[config.mk]
export PLATFORM = sky130hd
export DESIGN_NAME = hazard_ctrl
export DESIGN_NICKNAME = d
export VERILOG_FILES = /design/src/rtl/hazard_ctrl_pkg.sv /design/src/rtl/hazard_perf_cnt.sv /design/src/rtl/hazard_ctrl.sv
export SDC_FILE = /design/constraint.sdc
export NUM_CORES = 1
export LEC_CHECK = 0
export BUFFER_PORTS_ARGS = -buffer_cell sky130_fd_sc_hd__buf_2
export CELL_PAD_IN_SITES_DETAIL_PLACEMENT = 0
export CELL_PAD_IN_SITES_GLOBAL_PLACEMENT = 1
export CORE_AREA = 2 2 123 77
export CTS_BUF_LIST = sky130_fd_sc_hd__clkbuf_8
export CTS_CLUSTER_DIAMETER = 150
export DETAILED_ROUTE_END_ITERATION = 10
export DIE_AREA = 0 0 125 79
export GPL_TIMING_DRIVEN = 1
export PLACE_DENSITY_LB_ADDON = 0.3
export REMOVE_ABC_BUFFERS = 1
export SLEW_MARGIN = 20
export SYNTH_ARGS = -nofsm -noshare
export SYNTH_HDL_FRONTEND = slang
export SYNTH_SLANG_ARGS = --single-unit
[constraint.sdc]
create_clock -name clk -period 5.9 [get_ports clk]
set_input_delay 0.59 -clock clk [delete_from_list [all_inputs] [get_ports clk]]
set_output_delay 0.59 -clock clk [all_outputs]
set_load 0.005 [all_outputs]
[src/rtl/hazard_ctrl_pkg.sv]
// Shared definitions for the pipeline hazard sequencer: opcodes, MemRW codes,
// the decode NOP, FSM state codes and source-register usage decoders.
// Pure declarations; no logic or timing of its own.
package hazard_ctrl_pkg;

  // Base opcodes (id_instr[6:0])
  localparam logic [6:0] OP_LUI   = 7'b0110111;
  localparam logic [6:0] OP_AUIPC = 7'b0010111;
  localparam logic [6:0] OP_JAL   = 7'b1101111;
  localparam logic [6:0] OP_JALR  = 7'b1100111;
  localparam logic [6:0] OP_LOAD  = 7'b0000011;
  localparam logic [6:0] OP_ALUI  = 7'b0010011;
  localparam logic [6:0] OP_BRA   = 7'b1100011;
  localparam logic [6:0] OP_STORE = 7'b0100011;
  localparam logic [6:0] OP_R     = 7'b0110011;

  // ID/EX MemRW encodings
  localparam logic [1:0] MEMRW_LOAD  = 2'b10;
  localparam logic [1:0] MEMRW_STORE = 2'b01;

  // Value IF/ID is loaded with on a flush (addi x0,x0,0)
  localparam logic [31:0] NOP_INSTR = 32'h00000013;

  // Sequencer states
  typedef enum logic [1:0] {
    HZ_RUN   = 2'd0,
    HZ_LU    = 2'd1,
    HZ_MWAIT = 2'd2
  } hz_state_e;

  // Bundle of pipeline control outputs
  typedef struct packed {
    logic pc_keep;
    logic ifid_keep;
    logic ifid_flush;
    logic id_keep;
    logic id_nop;
    logic exmem_keep;
  } hz_ctrl_t;

  // rs1 is read by every known opcode except the U-type and JAL forms;
  // unknown opcodes read nothing so they can never cause a bubble.
  function automatic logic uses_rs1(input logic [6:0] op);
    logic u;
    u = 1'b0;
    case (op)
      OP_JALR, OP_LOAD, OP_ALUI, OP_BRA, OP_STORE, OP_R: u = 1'b1;
      default:                                           u = 1'b0;
    endcase
    return u;
  endfunction

  // rs2 is only read by branches, stores and register-register ALU ops.
  function automatic logic uses_rs2(input logic [6:0] op);
    logic u;
    u = 1'b0;
    case (op)
      OP_BRA, OP_STORE, OP_R: u = 1'b1;
      default:                u = 1'b0;
    endcase
    return u;
  endfunction

endpackage

[src/rtl/hazard_perf_cnt.sv]
// Saturating event counter: counts cycles with inc=1, sticks at all-ones.
// Latency: count visible the cycle after the incrementing edge.
// No backpressure; inc is sampled every clock.
module hazard_perf_cnt #(
  parameter int CNT_W = 32
) (
  input  logic             clk,
  input  logic             rst,
  input  logic             inc,
  output logic [CNT_W-1:0] cnt
);

  logic sat;

  assign sat = &cnt;

  // Count events, holding at all-ones instead of wrapping
  always_ff @(posedge clk or negedge rst) begin
    if (!rst) begin
      cnt <= '0;
    end else if (inc && !sat) begin
      cnt <= cnt + CNT_W'(1);
    end
  end

endmodule

[src/rtl/hazard_ctrl.sv]
// Pipeline sequencer: load-use bubble, taken-branch flush, data-memory freeze.
// Latency: controls are combinational from state and inputs (same cycle).
// Backpressure: a pending data access freezes PC, IF/ID, ID and EX/MEM/WB.
module hazard_ctrl
  import hazard_ctrl_pkg::*;
#(
  parameter int CNT_W  = 32,
  parameter int MEM_TO = 255
) (
  input  logic             clk,
  input  logic             rst,
  input  logic [31:0]      id_instr,
  input  logic [4:0]       ex_WReg,
  input  logic             ex_RegWrite,
  input  logic [1:0]       ex_MemRW,
  input  logic             ex_taken,
  input  logic             dmem_req,
  input  logic             dmem_ready,
  output logic             pc_keep,
  output logic             ifid_keep,
  output logic             ifid_flush,
  output logic             id_keep,
  output logic             id_nop,
  output logic             exmem_keep,
  output logic             mem_timeout,
  output logic [CNT_W-1:0] stall_cnt,
  output logic [CNT_W-1:0] flush_cnt
);

  // Wait counter only needs to reach MEM_TO; it saturates there.
  localparam int               WCNT_W   = $clog2(MEM_TO + 1);
  localparam logic [WCNT_W-1:0] WAIT_LIM = WCNT_W'(MEM_TO);

  hz_state_e         state;
  hz_state_e         state_nxt;
  hz_ctrl_t          ctrl;
  logic              flush_ev;

  logic [6:0]        opcode;
  logic [4:0]        rs1;
  logic [4:0]        rs2;
  logic              load_use;
  logic              mem_stall;

  logic [WCNT_W-1:0] wait_cnt;
  logic [WCNT_W-1:0] wait_inc;
  logic              timeout_q;

  // Instruction fields not involved in hazard detection
  logic              unused_bits;

  assign opcode      = id_instr[6:0];
  assign rs1         = id_instr[19:15];
  assign rs2         = id_instr[24:20];
  assign unused_bits = ^{id_instr[31:25], id_instr[14:7]};

  // A load in EX whose destination is read by the instruction in ID.
  // x0 is never a real dependency.
  assign load_use = ex_RegWrite
                  & (ex_MemRW == MEMRW_LOAD)
                  & (ex_WReg != 5'd0)
                  & ((uses_rs1(opcode) & (rs1 == ex_WReg))
                   | (uses_rs2(opcode) & (rs2 == ex_WReg)));

  assign mem_stall = dmem_req & ~dmem_ready;

  // Next state and pipeline controls; priority is memory wait, then
  // taken redirect, then load-use. The bubble state only suppresses a
  // second load-use bubble; memory and redirect still act in it.
  always_comb begin
    state_nxt = state;
    ctrl      = '0;
    flush_ev  = 1'b0;
    case (state)
      HZ_RUN, HZ_LU: begin
        if (mem_stall) begin
          ctrl.pc_keep    = 1'b1;
          ctrl.ifid_keep  = 1'b1;
          ctrl.id_keep    = 1'b1;
          ctrl.exmem_keep = 1'b1;
          state_nxt       = HZ_MWAIT;
        end else if (ex_taken) begin
          // The ID instruction is killed, so any load-use on it is moot.
          ctrl.id_nop     = 1'b1;
          ctrl.ifid_flush = 1'b1;
          flush_ev        = 1'b1;
          state_nxt       = HZ_RUN;
        end else if (load_use && (state == HZ_RUN)) begin
          ctrl.pc_keep    = 1'b1;
          ctrl.ifid_keep  = 1'b1;
          ctrl.id_nop     = 1'b1;
          state_nxt       = HZ_LU;
        end else begin
          state_nxt       = HZ_RUN;
        end
      end
      HZ_MWAIT: begin
        // EX is frozen, so ex_taken is left for after the wait.
        ctrl.pc_keep    = 1'b1;
        ctrl.ifid_keep  = 1'b1;
        ctrl.id_keep    = 1'b1;
        ctrl.exmem_keep = 1'b1;
        if (dmem_ready) begin
          state_nxt = HZ_RUN;
        end
      end
      default: begin
        state_nxt = HZ_RUN;
      end
    endcase
    // Controls read as idle for the whole time reset is held.
    if (!rst) begin
      ctrl     = '0;
      flush_ev = 1'b0;
    end
  end

  // State register
  always_ff @(posedge clk or negedge rst) begin
    if (!rst) begin
      state <= HZ_RUN;
    end else begin
      state <= state_nxt;
    end
  end

  assign wait_inc = (wait_cnt == WAIT_LIM) ? WAIT_LIM : wait_cnt + WCNT_W'(1);

  // Count consecutive wait cycles; raise the sticky timeout when the count
  // reaches MEM_TO. The counter clears on completion or outside the wait.
  always_ff @(posedge clk or negedge rst) begin
    if (!rst) begin
      wait_cnt  <= '0;
      timeout_q <= 1'b0;
    end else if (state == HZ_MWAIT) begin
      wait_cnt <= dmem_ready ? '0 : wait_inc;
      if (wait_inc == WAIT_LIM) begin
        timeout_q <= 1'b1;
      end
    end else begin
      wait_cnt <= '0;
    end
  end

  assign pc_keep     = ctrl.pc_keep;
  assign ifid_keep   = ctrl.ifid_keep;
  assign ifid_flush  = ctrl.ifid_flush;
  assign id_keep     = ctrl.id_keep;
  assign id_nop      = ctrl.id_nop;
  assign exmem_keep  = ctrl.exmem_keep;
  assign mem_timeout = timeout_q;

  hazard_perf_cnt #(.CNT_W(CNT_W)) u_stall_cnt (
    .clk (clk),
    .rst (rst),
    .inc (ctrl.pc_keep),
    .cnt (stall_cnt)
  );

  hazard_perf_cnt #(.CNT_W(CNT_W)) u_flush_cnt (
    .clk (clk),
    .rst (rst),
    .inc (flush_ev),
    .cnt (flush_cnt)
  );

endmodule
======== After elaboration in Yosys (flattened, before gate mapping) ========
Cells that the tools add are included.
storage, ports and cells
  bits in registers ....................... 75
  bits in latches ......................... 0
  bits in writable memories ............... 0
  ROM bits ................................ 0
  input port bits ......................... 45
  output and inout port bits .............. 71
  word-level logic and storage cells ...... 68
  memories ................................ 0
operators by class
  add/subtract/negate cells ............... 3
  $mul .................................... 0
  divide/modulo/power cells ............... 0
  $lt $le $gt $ge ......................... 0
  eq/ne operators ......................... 14
  shift-type cells ........................ 0
  muxes and demuxes ....................... 25
  bitwise logic cells ..................... 8
  reductions and logical operators ........ 13
operators with widths
  kind                                                  number
  adder 32 x 1 -> 32 bit (second input constant)        2
  AND reduction 32 bit                                  2
  two-way mux 8 bit                                     3
  equality test 8 bit (second input constant)           2
  equality test 7 x 6 -> 1 bit (second input constant)  2
  equality test 7 bit (second input constant)           2
  two-way mux 1 bit                                     12
  two-way mux 2 bit                                     6
  equality test 5 bit                                   2
  adder 8 x 1 -> 8 bit (second input constant)          1
  one-hot mux 2 bit (2 select lines)                    2
  equality test 7 x 2 -> 1 bit (second input constant)  1
  equality test 7 x 5 -> 1 bit (second input constant)  1
  AND 1 bit                                             6
  two-way mux 6 bit                                     1
  OR reduction 6 bit                                    1
  nonzero test 5 bit                                    1
  equality test 2 bit (second input constant)           2
  logical AND 1 bit                                     3
  OR reduction 3 bit                                    1
  equality test 2 x 1 -> 1 bit (second input constant)  1
  zero test 1 bit                                       2
  zero test 2 bit                                       1
  != test 2 bit (second input constant)                 1
  other kinds (5)                                       5

======== Longest topological paths before layout ========
Gate-level depths: netlist (run 1).
  depth in word-level cells ............... 13
  depth in mapped cells ................... 10
  depth with buffers taken out ............ 7

======== Hierarchy ========
A second synthesis (run 1) with hierarchy kept.
unflattened totals
  cells, all modules ...................... 385
  area, all modules ....................... 3995.1 µm²
by module, submodules not included
  module           times used  cells each  area an instance (µm²)  seq. area each (µm²)
  hazard_perf_cnt  2           146         1580.3                  800.8
  hazard_ctrl      1           93          834.6                   275.3

======== Worst setup path after synthesis (run 1) ========
Ideal clock, no wire load.
  path type ............................... in2out
  start point ............................. in ex_WReg[3]
  end point ............................... out pc_keep
  data arrival time ....................... 1.783 ns
  data required time ...................... 5.310 ns
  path slack .............................. 3.527 ns
  cell stages on the path ................. 7
  path buffers ............................ 1
  cell sequence ........................... xnor2_1 > nand4_1 > a2111oi_0 > a41oi_1 > o31a_1 > inv_1 > buf_4
on the way
  longest elaborated chain between the ends .. 10
  elaborated cells on any way between the ends .. 14
  those cells by class .................... eq/ne (2); mux (5); bitwise (5); reduce/logical (2)
ends and longest elaborated chain
  what                                    RTL line                              text
  start, declared                         hazard_ctrl.sv:13                     input logic [4:0] ex_WReg,
  equality test 5 bit (on tied branches)  hazard_ctrl.sv:62, hazard_ctrl.sv:63
  AND 1 bit (on tied branches)            hazard_ctrl.sv:62, hazard_ctrl.sv:63
  OR 1 bit                                hazard_ctrl.sv:63                     | (uses_rs2(opcode) & (rs2 == ex_WReg)));
  AND 1 bit *                             hazard_ctrl.sv:62                     & ((uses_rs1(opcode) & (rs1 == ex_WReg))
  logical AND 1 bit *                     hazard_ctrl.sv:88                     end else if (load_use && (state == HZ_RUN)) begin
  two-way mux 2 bit *                     hazard_ctrl.sv:88
  two-way mux 2 bit *                     hazard_ctrl.sv:82                     end else if (ex_taken) begin
  two-way mux 2 bit *                     hazard_ctrl.sv:76                     if (mem_stall) begin
  one-hot mux 2 bit (2 select lines) *    hazard_ctrl.sv:74                     case (state)
  two-way mux 6 bit *                     hazard_ctrl.sv:112                    if (!rst) begin
  end, declared                           hazard_ctrl.sv:19                     output logic pc_keep,
Every way passes the cells marked *; elsewhere a longest branch is shown, timed or not.

======== Worst setup path after layout (run 1) ========
  start point ............................. in ex_WReg[1]
  end point ............................... out pc_keep
Same word-level chain as after synthesis.

==> flow_metrics.tcl, run 1 <==
set metrics [dict create \
    synth_cell_types 53 \
    die_area_um2 9880 \
    wl_per_cell_um 15.1 \
    holdBufCountCts 0 \
    fin_crit_sh_pct 46.6 \
    r2r_slack_ns 3.30 \
    num_vias 2991 \
    dominantRegCellSynth "dfrtp_1" \
    layout.cells.non_filler 583 \
    cts_tree "built" \
    cts.path.max_buffers 2 \
    clk_pin_slew_worst_paths_ns 0.08 \
    fin_ws_ns 3.15 \
    die_h_um 79 \
    drt_pre_antenna_iters 4 \
    crit_top_cell "buf_2" \
    final_common_cell "buf_2" \
    status "complete, no violations" \
    post_cts_resized 0 \
    grt-ovfl-total 0 \
    postCtsSetupBuffers 0 \
    clk_latency_ns 0.36 \
    grtUsageTotal_pct 18.8 \
    dp_cells 568 \
    synth.area.top_cells "dfrtp_1 (49%), xnor2_1 (12%), xor2_1 (4.8%), nand4_1 (4.6%), nand2_1 (3.4%)" \
    cp.required_ns 5.31 \
    portBuffers 100 \
    setup_viol 0 \
    period_minus_slack_ns 2.75 \
    wirelength_mm 8.79 \
    diodes 0 \
    crit_type "input port to output port" \
    grt_max_degree 56 \
    ir_drop_v 0.000140 \
    synth_top_area_cell "dfrtp_1" \
    antenna_found_initial 0 \
    synth_top_family_by_area "simple AND/OR/NAND/NOR gates" \
    ant_nets 0 \
    drt_iter0_markers 178 \
    finalClockSkew_ns 0.0111 \
    syn-instance-count 362 \
    fmax_ghz 0.363 \
    whs_ns 0.132 \
    core_um2 8850 \
    ys_async_sr_fraction_pct 100 \
    grt_pass1_vias 2777 \
    area_growth_pct 21.2 \
    worstMarginPinSlew_ns 1.05 \
    synth_seq_cells 75 \
    setup_tns_ns 0 \
    worstPathMaxFanout 5 \
    drc_errors 0 \
    cts_htree_levels 3 \
    synth_top_area_share_pct 49.4 \
    power.density_nw_per_um2 249 \
    max-slew-margin-rel_pct 30.3 \
    crit_chain "buf_2 -> xnor2_1 -> nand4_1 -> a2111oi_0 -> a41oi_1 -> o31a_1 -> inv_1 -> buf_2" \
    dieWidth_um 125 \
    yosysSeqAreaShare_pct 49.4 \
    ios 116 \
    hold_violations 0 \
    cpPeakStageDelay_ns 0.45 \
    synth_edf_count 0 \
    synth-xor-area-share_pct 17.1 \
    clock-sinks 75 \
    root_buffer "clkbuf_8" \
    rsz0062_at_grt "false" \
    n_fill_cell 839 \
    final_max_slew_viol_count 0 \
    rows 27 \
    endpoint_kind "output port" \
    crit_arrival_ns 2.16 \
    drt-vias-per-instance 5.13 \
    dpl.hpwl_mm 6.48 \
    cp.buffers_inverters 3 \
    power_mw 1.15 \
    min_path_type "input port to async pin" \
    place.gp.congestion 0.870 \
    numCtsBuffers 9 \
    synth_compound_area_share_pct 6.03 \
    synthAdderAreaFrac_pct 0.989 \
    leakage_nw 2.21 \
    synth_area_um2 3800 \
    final_cell_mix "buf_2 (99), dfrtp_1 (75), xnor2_1 (53)" \
    cp_slowest_cell "o31a_1" \
    cp_top_family "compound AO/OA/AOI/OAI gates" \
    maxCapViolations 0 \
    synth_area_per_cell_um2 10.5 \
    pre_cts_slack_ns 2.92 \
    synth_mux_area_share_pct 0.593 \
    yosys.area_share.simple_pct 23.2 \
    final_nets 511 \
    ys.warnings.count 0 \
    drive_gt1_share_pct 27.8 \
    cp-start-kind "input port" \
    start_util_pct 42.9 \
    grt_pass1_wl_mm 14.7 \
]
-- routing by layer --
layer	GRT usage [%]	wire (um)
met5	0	0
met4	5.33	35
met3	5.66	541
met2	24.6	3550
met1	29.3	4670
-- Yosys cell counts, drive strengths merged (2+ instances only) --
cell type	count
or2	2
nor2b	4
or4	2
and4	5
clkbuf	5
a311oi	2
nor4	3
xor2	21
and3	11
nor3b	2
nor3	12
mux2	2
a21oi	12
or3	2
o21ai	5
xnor2	53
nand4	28
nand3b	2
buf	6
dfrtp	75
ha	3
inv	9
a31oi	3
nor2	17
nand3	21
nand2b	2
nand2	34
nand4b	2
and2	2
and2b	2
-- final cells by class --
type                            instances  area, um2  area share [%]
Clock buffer                           10        138            2.99
Clock inverter                          5       77.6            1.69
Inverter                                9       33.8           0.734
Multi-Input combinational cell        267       1820            39.5
Sequential cell                        75       1880            40.8
Tap cell                              116        145            3.15
Timing Repair Buffer                  101        510            11.1
-- kinds of logic after synthesis --
kind of cell	Yosys count
xor+xnor	74
simple gates	155
mux	2
buf+inv	20
flops	75
compound gates	33
fa+ha+maj	3
-- registers in the layout, indices dropped and copies added (netlist names) --
register	flops
mem_timeout	1
wait_cnt	8
u_stall_cnt.cnt	32
u_flush_cnt.cnt	32
state	2
-- where the power goes --
| group | internal (mW) | switching, mW |
|---|---|---|
| logic | 0.0639 | 0.0629 |
| registers | 0.543 | 0.0386 |
| clock network | 0.246 | 0.193 |
-- worst paths after layout --
kind,from,to,cells past startpoint
worst max register to register,state[1],u_stall_cnt.cnt[1],6
max in group asynchronous,rst,u_flush_cnt.cnt[22],2
worst min-delay path,rst,wait_cnt[5],1
min in group clk,ex_taken,state[0],2
worst min register to register,mem_timeout,mem_timeout,1
worst max-delay path,ex_WReg[1],pc_keep,8
-- metrics by stage --
stage / instance area, um2 / util (%)
2_1_floorplan: 3730 / -
3_3_place_gp: 4390 / 49.5
3_5_place_dp: 4390 / 49.5
4_1_cts: 4600 / 52.0
5_1_grt: 4600 / 52.0
6_report: 4600 / 52.0
Power figures use the tool's default switching activity.
==> inputs of run 2 (changes only) <==
--- a/config.mk
+++ b/config.mk
@@ -8,11 +8,11 @@
 export BUFFER_PORTS_ARGS = -buffer_cell sky130_fd_sc_hd__buf_2
 export CELL_PAD_IN_SITES_DETAIL_PLACEMENT = 0
 export CELL_PAD_IN_SITES_GLOBAL_PLACEMENT = 1
-export CORE_AREA = 2 2 123 77
+export CORE_AREA = 2 2 136 85
 export CTS_BUF_LIST = sky130_fd_sc_hd__clkbuf_8
 export CTS_CLUSTER_DIAMETER = 150
 export DETAILED_ROUTE_END_ITERATION = 10
-export DIE_AREA = 0 0 125 79
+export DIE_AREA = 0 0 138 87
 export GPL_TIMING_DRIVEN = 1
 export PLACE_DENSITY_LB_ADDON = 0.3
 export REMOVE_ABC_BUFFERS = 1
==> constraint.sdc (replaced) <==
create_clock -name clk -period 2.3 [get_ports clk]
set_input_delay 0.23 -clock clk [delete_from_list [all_inputs] [get_ports clk]]
set_output_delay 0.23 -clock clk [all_outputs]
set_load 0.005 [all_outputs]
==> run 2 against run 1 <==
Setup slack worse by 3.0 ns. Hold slack lost 0.077 ns. Non-clock buffer count grew 24. Count of clock-buffer cells in the layout decreased by 1. Critical path type is now register to output port. Clock skew shrank 0.0058 ns. Die area is 22% higher. First-iteration DRC count down 29%. Critical path depth shrank 2. Combinational power increased to 3.0 times the previous value. Flip-flop and latch count did not move. Global-route usage is 2.7 points lower. Via count up 3.3%.
==> flow_metrics.tcl, run 2 (synthesis results as in run 1) <==
set metrics [dict create \
    clock-sinks 75 \
    min_path_type "input port to register" \
    wl_per_cell_um 14.8 \
    drt_iter0_markers 126 \
    portBuffers 100 \
    post-route-util_pct 44.5 \
    core_um2 10900 \
    final_max_slew_viol_count 0 \
    root_buffer "clkbuf_8" \
    dp_cells 618 \
    final_cell_mix "buf_2 (99), dfrtp_1 (75), xnor2_1 (53)" \
    grtUsageTotal_pct 16.0 \
    ios 116 \
    rsz0062_at_grt "false" \
    holdPathStages 2 \
    final_nets 535 \
    layout.cells.non_filler 636 \
    drc_errors 0 \
    maxCapViolations 0 \
    numCtsBuffers 9 \
    cts.path.max_buffers 2 \
    grt_pass1_vias 2891 \
    rows 30 \
    status "complete, no violations" \
    clkPwrFrac_pct 38.3 \
    area_growth_pct 27.7 \
    clk_pin_slew_worst_paths_ns 0.08 \
    worstMarginPinSlew_ns 0.555 \
    cts_tree "built" \
    internal-power_mw 2.21 \
    cts_htree_levels 3 \
    final_common_cell "buf_2" \
    fmax_ghz 0.461 \
    crit_arrival_ns 1.94 \
    cp-start-kind "register" \
    start_util_pct 34.9 \
    ff2ff_path_depth 7 \
    drive_gt1_share_pct 32.3 \
    wirelength_mm 9.44 \
    grt_pass1_wl_mm 15.2 \
    leakage_nw 2.33 \
    endpoint_kind "output port" \
    num_vias 3091 \
    finalClockSkew_ns 0.00536 \
    ir_drop_v 0.000357 \
    dieWidth_um 138 \
    switching_share_pct 27.1 \
    pwr-share-comb_pct 12.6 \
    die_area_um2 12000 \
    diodes 0 \
    grt_max_degree 45 \
    setup_viol 0 \
    clk_latency_ns 0.36 \
    worstPathMaxFanout 3 \
    crit_type "register to output port" \
    die_h_um 87 \
    hold_violations 0 \
    fin_crit_sh_pct 94.4 \
    sequentialPowerShare_pct 49.1 \
    drt-vias-per-instance 4.86 \
    period_minus_slack_ns 2.17 \
    max-slew-margin-rel_pct 63.0 \
    top_regs "u_flush_cnt.cnt x32, u_stall_cnt.cnt x32, wait_cnt x8" \
    power.density_nw_per_um2 624 \
    dpl.hpwl_mm 7.31 \
    cp.required_ns 2.07 \
    drt_pre_antenna_iters 4 \
    grt-ovfl-total 0 \
    switching_power_mw 0.819 \
    place.gp.congestion 0.828 \
    ant_nets 0 \
    antenna_found_initial 0 \
]
-- run 2: cell types whose count changed in the layout (fill, tap and decap cells not counted), moves of 2 or more --
| cell | previous run | this run |
|---|---|---|
| clkinvlp_4 | 1 | 3 |
| buf_4 | 2 | 25 |
| o21ai_0 | 4 | 2 |
| clkinv_2 | 2 | 0 |
| inv_6 | 0 | 2 |
-- run 2: what timing repair did --
item / CTS / global route
pin swaps: 3 / 2
endpoints found under the hold margin: 31 / 0
resized for setup: 3 / 5
hold buffers: 1 / 0
setup buffers: 0 / 2
setup endpoints to repair: 7 / 20
gates cloned: 0 / 0
-- run 2: final timing paths --
kind	slack [ns]	endpoint	start
setup / recovery	0.13	id_nop	state[1]
hold reg to reg	0.48	mem_timeout	mem_timeout
min in group asynchronous	0.46	wait_cnt[2]	rst
hold / removal	0.06	state[0]	ex_taken
max in group asynchronous	1.30	u_stall_cnt.cnt[28]	rst
setup reg to reg	0.16	u_flush_cnt.cnt[12]	u_flush_cnt.cnt[12]
-- run 2: area by class of cell --
| type | instances | area [um2] |
|---|---|---|
| clock buffer | 9 | 124 |
| clock inverter | 7 | 100 |
| inverter | 9 | 33.8 |
| timing repair buffer | 125 | 693 |
| multi-input combinational | 267 | 1840 |
| sequential | 75 | 1880 |
| tap | 144 | 180 |
| fill | 1071 | 6040 |
-- run 2: metal layers --
layer | part of all wire (%) | vias to the layer above | global-route usage [%]
met2 | 40 | 56 | 21.1
met1 | 55 | 1492 | 25.0
met4 | 1.0 | 0 | 4.45
met5 | 0 | - | 0
met3 | 4.1 | 11 | 4.62
li1 | - | 1532 | -
-- run 2: critical path, stage by stage (launching register included) --
cell	delay, ns
dfrtp_1	0.39
nor4b_2	0.28
buf_4	0.16
o211ai_1	0.14
or2_2	0.34
a21oi_2	0.14
buf_2	0.13
-- run 2: per-stage QoR --
stage	instance area, um2	setup WS (ns)	TNS [ns]	hold WS [ns]	power (mW)
final	4850	0.129	0	0.0552	3.02
after CTS	4820	0.00918	0	0.0302	3.08
after detailed placement	4590	-0.000917	-0.000917	0.233	1.89
after global placement	4590	0.0326	0	0.237	1.88
after global routing	4850	0.00844	0	0.0358	3.19
after floorplan	3730	0.178	0	-0.0656	1.66
-- run 2: power by group through the flow --
| stage | combinational [mW] | sequential [mW] | clock [mW] |
|---|---|---|---|
| after floorplan | 0.150 | 1.51 | 0 |
| after global placement | 0.372 | 1.51 | 0 |
| after detailed placement | 0.378 | 1.51 | 0 |
| after CTS | 0.384 | 1.49 | 1.21 |
| after global routing | 0.430 | 1.50 | 1.26 |
| final | 0.380 | 1.49 | 1.16 |
